[src/rtl/unidade_controle_pkg.sv]
// Shared constants and types for the processor control unit: opcodes,
// the T0..T3 step encoding and the instruction field positions within DIN/IR.
package uc_pkg;

   localparam int DATA_W   = 16;
   localparam int NUM_REGS = 8;
   localparam int IR_W     = 9;

   localparam int III_HI = 8;
   localparam int III_LO = 6;
   localparam int XXX_HI = 5;
   localparam int XXX_LO = 3;
   localparam int YYY_HI = 2;
   localparam int YYY_LO = 0;

   localparam logic [2:0] OP_MV  = 3'b000;
   localparam logic [2:0] OP_MVI = 3'b001;
   localparam logic [2:0] OP_ADD = 3'b010;
   localparam logic [2:0] OP_SUB = 3'b011;

   typedef enum logic [1:0] {
      T0 = 2'd0,
      T1 = 2'd1,
      T2 = 2'd2,
      T3 = 2'd3
   } step_t;

endpackage

[src/rtl/unidade_controle_if.sv]
// Control bus between the control unit (master) and the register-file/ALU
// datapath (slave). Illegal exists only when UC_ILLEGAL_EN is defined.
interface unidade_controle_if;
   import uc_pkg::*;

   logic [DATA_W-1:0]   DIN;
   logic                Run;
   logic                IRin;
   logic [NUM_REGS-1:0] Rin;
   logic [NUM_REGS-1:0] Rout;
   logic                Ain;
   logic                Gin;
   logic                DINout;
   logic                Gout;
   logic                AddSub;
   logic                Done;
`ifdef UC_ILLEGAL_EN
   logic                Illegal;
`endif

   modport master (
      input  DIN, Run,
      output IRin, Rin, Rout, Ain, Gin, DINout, Gout, AddSub, Done
`ifdef UC_ILLEGAL_EN
      , output Illegal
`endif
   );

   modport slave (
      output DIN, Run,
      input  IRin, Rin, Rout, Ain, Gin, DINout, Gout, AddSub, Done
`ifdef UC_ILLEGAL_EN
      , input Illegal
`endif
   );

endinterface

[src/rtl/unidade_controle_dec3to8.sv]
// 3-to-8 one-hot decoder with enable; all-zero output when disabled.
module dec3to8 (
   input  logic       en,
   input  logic [2:0] sel,
   output logic [7:0] y
);

   assign y = en ? (8'b0000_0001 << sel) : 8'b0000_0000;

endmodule

[src/rtl/unidade_controle.sv]
// Control unit: fetches a 9-bit instruction into IR and sequences T0..T3.
// Build option: define UC_ILLEGAL_EN to add the Illegal flag for opcodes 100-111.
module unidade_controle
   import uc_pkg::*;
(
   input  logic                      Clock,
   input  logic                      Resetn,
   unidade_controle_if.master        bus
);

   step_t          step;
   logic [IR_W-1:0] ir;
   logic [2:0]     op, rx, ry;
   logic           is_alu;

   assign op     = ir[III_HI:III_LO];
   assign rx     = ir[XXX_HI:XXX_LO];
   assign ry     = ir[YYY_HI:YYY_LO];
   assign is_alu = (op == OP_ADD) || (op == OP_SUB);

   // Only the instruction field bits of DIN are ever fetched.
   logic unused_din;
   assign unused_din = ^bus.DIN[DATA_W-1:IR_W];

   // NOTE: state uses non-blocking assignments so every flop samples the
   // pre-edge values; the IR is cleared on reset so a post-reset decode is defined.
   always_ff @(posedge Clock or negedge Resetn) begin
      if (!Resetn) begin
         step <= T0;
         ir   <= '0;
      end else begin
         case (step)
            T0: if (bus.Run) begin
               ir   <= bus.DIN[IR_W-1:0];
               step <= T1;
            end
            T1: step <= is_alu ? T2 : T0;
            T2: step <= T3;
            T3: step <= T0;
         endcase
      end
   end

   logic       irin, ain, gin, dinout, gout, addsub, done, illegal_op;
   logic       rin_en, rout_en;
   logic [2:0] rout_sel;
   logic [NUM_REGS-1:0] rin, rout;

   // NOTE: every signal gets a default before the case so no path can infer a latch.
   always_comb begin
      irin       = 1'b0;
      ain        = 1'b0;
      gin        = 1'b0;
      dinout     = 1'b0;
      gout       = 1'b0;
      addsub     = 1'b0;
      done       = 1'b0;
      illegal_op = 1'b0;
      rin_en     = 1'b0;
      rout_en    = 1'b0;
      rout_sel   = rx;
      case (step)
         T0: irin = bus.Run;
         T1: begin
            case (op)
               OP_MV: begin
                  rout_en  = 1'b1;
                  rout_sel = ry;
                  rin_en   = 1'b1;
                  done     = 1'b1;
               end
               OP_MVI: begin
                  dinout = 1'b1;
                  rin_en = 1'b1;
                  done   = 1'b1;
               end
               OP_ADD, OP_SUB: begin
                  rout_en = 1'b1;
                  ain     = 1'b1;
               end
               default: begin
                  done       = 1'b1;
                  illegal_op = 1'b1;
               end
            endcase
         end
         T2: if (is_alu) begin
            rout_en  = 1'b1;
            rout_sel = ry;
            gin      = 1'b1;
            addsub   = (op == OP_SUB);
         end
         T3: begin
            gout   = 1'b1;
            rin_en = 1'b1;
            done   = 1'b1;
         end
      endcase
   end

   dec3to8 u_dec_rin  (.en(rin_en),  .sel(rx),       .y(rin));
   dec3to8 u_dec_rout (.en(rout_en), .sel(rout_sel), .y(rout));

   assign bus.IRin   = irin;
   assign bus.Rin    = rin;
   assign bus.Rout   = rout;
   assign bus.Ain    = ain;
   assign bus.Gin    = gin;
   assign bus.DINout = dinout;
   assign bus.Gout   = gout;
   assign bus.AddSub = addsub;
   assign bus.Done   = done;

`ifdef UC_ILLEGAL_EN
   assign bus.Illegal = illegal_op;
`else
   logic unused_illegal;
   assign unused_illegal = illegal_op;
`endif

endmodule

[src/flat_wrapper.sv]
// flat-port wrapper written by rule: the top's interface ports become plain ports
module unidade_controle_flat import uc_pkg::*;
  (Clock, Resetn, bus_DIN, bus_Run, bus_IRin, bus_Rin, bus_Rout, bus_Ain, bus_Gin, bus_DINout, bus_Gout, bus_AddSub, bus_Done);
  unidade_controle_if bus_i ();
  input  logic Clock;
  input  logic Resetn;
  input wire logic [$bits(bus_i.DIN)-1:0] bus_DIN;
  input wire logic [$bits(bus_i.Run)-1:0] bus_Run;
  output wire logic [$bits(bus_i.IRin)-1:0] bus_IRin;
  output wire logic [$bits(bus_i.Rin)-1:0] bus_Rin;
  output wire logic [$bits(bus_i.Rout)-1:0] bus_Rout;
  output wire logic [$bits(bus_i.Ain)-1:0] bus_Ain;
  output wire logic [$bits(bus_i.Gin)-1:0] bus_Gin;
  output wire logic [$bits(bus_i.DINout)-1:0] bus_DINout;
  output wire logic [$bits(bus_i.Gout)-1:0] bus_Gout;
  output wire logic [$bits(bus_i.AddSub)-1:0] bus_AddSub;
  output wire logic [$bits(bus_i.Done)-1:0] bus_Done;
  assign bus_i.DIN = bus_DIN;
  assign bus_i.Run = bus_Run;
  assign bus_IRin = bus_i.IRin;
  assign bus_Rin = bus_i.Rin;
  assign bus_Rout = bus_i.Rout;
  assign bus_Ain = bus_i.Ain;
  assign bus_Gin = bus_i.Gin;
  assign bus_DINout = bus_i.DINout;
  assign bus_Gout = bus_i.Gout;
  assign bus_AddSub = bus_i.AddSub;
  assign bus_Done = bus_i.Done;
  unidade_controle u_core (.Clock(Clock), .Resetn(Resetn), .bus(bus_i));
endmodule
[config.mk]
export PLATFORM = sky130hd
export DESIGN_NAME = unidade_controle_flat
export DESIGN_NICKNAME = d
export VERILOG_FILES = /design/src/rtl/unidade_controle_pkg.sv /design/src/rtl/unidade_controle_if.sv /design/src/rtl/unidade_controle_dec3to8.sv /design/src/rtl/unidade_controle.sv /design/src/flat_wrapper.sv
export SDC_FILE = /design/constraint.sdc
export NUM_CORES = 1
export LEC_CHECK = 0
export ABC_AREA = 1
export BUFFER_PORTS_ARGS = -buffer_cell sky130_fd_sc_hd__buf_4
export CORE_UTILIZATION = 39
export CTS_BUF_LIST = sky130_fd_sc_hd__clkbuf_8 sky130_fd_sc_hd__clkbuf_16
export CTS_CLUSTER_DIAMETER = 60
export DETAILED_ROUTE_END_ITERATION = 6
export HOLD_SLACK_MARGIN = 0.1
export PLACE_DENSITY = 0.73
export REMOVE_ABC_BUFFERS = 1
export SYNTH_ARGS = -nofsm -noshare
export SYNTH_HDL_FRONTEND = slang
export SYNTH_SLANG_ARGS = --single-unit
[constraint.sdc]
create_clock -name Clock -period 1.5 [get_ports Clock]
set_input_delay 0.3 -clock Clock [delete_from_list [all_inputs] [get_ports Clock]]
set_output_delay 0.3 -clock Clock [all_outputs]
set_load 0.01 [all_outputs]
==> qor.csv <==
metric;value;unit
post-route-min-period;2.282;ns
vias_per_cell;5.019;
drt_iter0_markers;35;
ios;42;
skew;0.002595;ns
fp.dieW;46.60;um
synth_cell_types;14;
synth-edff-count;0;
cts_buffers;3;
ys_seq_elements;11;
die_area;2172;sq um
io_buffers;34;
synth_top_family_by_area;simple AND/OR/NAND/NOR gates;
synth_compound_area_share;10.16;%
yosys.area_share.simple;37.42;%
yosys-top-cells-count;nand2_1, nor2_1, inv_1;
routedWlPerCell;14.56;um
maxSlewViolCount;0;
grt_pass1_wl;3.594;mm
clock_latency;0.24;ns
violations;setup timing;
cts.path.max_buffers;2;
synth_top_area_share;35.48;%
drive_gt1_share;51.91;%
p_leak;0.7378;nW
row_count;15;
maxCapViolCount;0;
clkTransAtPathRegs;0.05;ns
antenna_found_initial;0;
design_power_total;0.003275;W
gp_congestion;0.7734;
syn_to_final_growth;84.68;%
overflow;0;
synth_xor_area_share;0;%
initial_core_util;43.06;%
nets;208;
synthCells;122;
pwr_density_cell;2286;nW/um^2
cts_max_level;1;
grt_usage;24.03;%
cp-start-kind;register;
die_h;46.60;um
hold_path_class;in2reg;
status;complete, but fails checks;
vdd_ir_drop_max;1.651;mV
clockRootBuffer;clkbuf_8;
maxSlewHeadroom;79.85;%
antenna_cells;0;
syn_area;775.7;sq um
finalWorstSetupSlack;-0.7823;ns
tightestPinTransition;0.3012;ns
hold_violations;0;
post-route-period-util;152.2;%
synth_adder_area_share;8.065;%
required;1.20;ns
synth_area_leaders;dfrtp_1, nand2_1, nor2_1;
async_flop_share;100.0;%
end_kind;primary output;
crit_fanout;4;
arrival;1.98;ns
yosysMostFrequentCell;nand2_1;
synth_area_leader_cell;dfrtp_1;
synth.avg_cell_area;6.359;sq um
grt_pass1_vias;865;
vias;1044;
clock-sinks;11;
rsz0062_at_grt;true;
critical_path_class;reg2out;
synth_warnings;0;
grt_max_degree;16;
fin_util;79.51;%
synthFlopType;dfrtp_1;
cts_tree;built;
route.detailed.drc;0;
ant_nets;0;
core;1802;sq um
firstDrtPassIters;4;
dp_hpwl;1.578;mm
synth.area.mux_share;0;%
setup_viol;21;
wl;3.028;mm
max_freq;438.2;MHz
yosysSeqAreaShare;35.48;%
## timing repair
action	CTS	global route
endpoints found under the setup margin	22	22
hold endpoints to repair	11	0
hold buffers	1	0
pin swaps	8	12
resized for setup	22	22
setup buffers	4	5
## kinds of logic (layout without fill, tap and decap cells)
logic type	Yosys count	in the layout
flip-flops	11	11
adder cells (fa/ha/maj)	5	5
AND/OR/NAND/NOR	73	73
AO/OA/AOI/OAI	15	15
buffers and inverters	18	79
## worst max-delay path, cell delays in order, from the launching register on
cell and delay [ns]:
dfrtp_1 0.40, inv_2 0.10, ha_2 0.18, inv_1 0.06, nor2_2 0.11, inv_1 0.09
o21ai_2 0.25, nand2_2 0.14, nor2_1 0.23, buf_4 0.17
## sequential cells by signal, indices dropped and copies added (netlist names), named ones only
signal       count
u_core.step      1
u_core.ir        9
## report_power, final
group	switching (W)	internal, W	total (W)
sequential	0.000186	0.000444	0.000629
combinational	0.00130	0.00105	0.00235
clock	0.000116	0.000180	0.000296
total	0.00161	0.00167	0.00328
## through the flow
step                setup TNS [ns]  instances  area [sq um]  hold slack [ns]  setup WS (ns)
floorplan                   -2.957        121         770.7         0.004409        -0.2105
global placement            -4.522        194          1162           0.1395        -0.2917
detailed placement          -5.208        194          1162           0.1395        -0.3719
CTS                         -8.897        203          1318           0.2550        -0.5401
global route                -12.51        208          1433           0.2697        -0.7838
finish                      -11.27        208          1433           0.2534        -0.7823
## final timing paths
kind / start / to / slack [ns] / depth (start not counted)
max: register / bus_Rin[5] / -0.78 / 9
max reg2reg: u_core.step[0] / u_core.step[0] / 0.09 / 7
max in group asynchronous: Resetn / u_core.ir[3] / 0.92 / 2
min reg2reg: u_core.ir[1] / u_core.ir[1] / 0.51 / 2
min: bus_DIN[1] / u_core.ir[1] / 0.25 / 3
min in group asynchronous: Resetn / u_core.ir[1] / 0.43 / 2
## metal layers
layer,share of wire [%],up-vias,GRT usage [%]
met1,40,485,29.61
met3,5.2,9,2.353
met2,52,51,39.44
met4,2.1,0,15.29
met5,0,-,0
li1,-,499,-
## cell type report
cell class	instances	area, sq um
Multi-Input combinational cell	93	556.8
Timing Repair Buffer	58	452.9
Fill cell	125	369.1
Sequential cell	11	275.3
Inverter	17	71.32
Clock buffer	3	41.29
Tap cell	25	31.28
Clock inverter	1	3.754
## layout by cell type, fill, tap and decap left out, types with 3 or more instances in the layout
| master | n |
|---|---|
| inv_1 | 11 |
| nor2_1 | 16 |
| nand2_1 | 39 |
| inv_4 | 3 |
| nand2_2 | 5 |
| nor2_2 | 5 |
| clkbuf_8 | 3 |
| dfrtp_1 | 11 |
| a21oi_2 | 6 |
| buf_4 | 53 |
| inv_2 | 4 |
| o21ai_0 | 7 |
| buf_6 | 4 |
(Power assumes the default switching activity.)
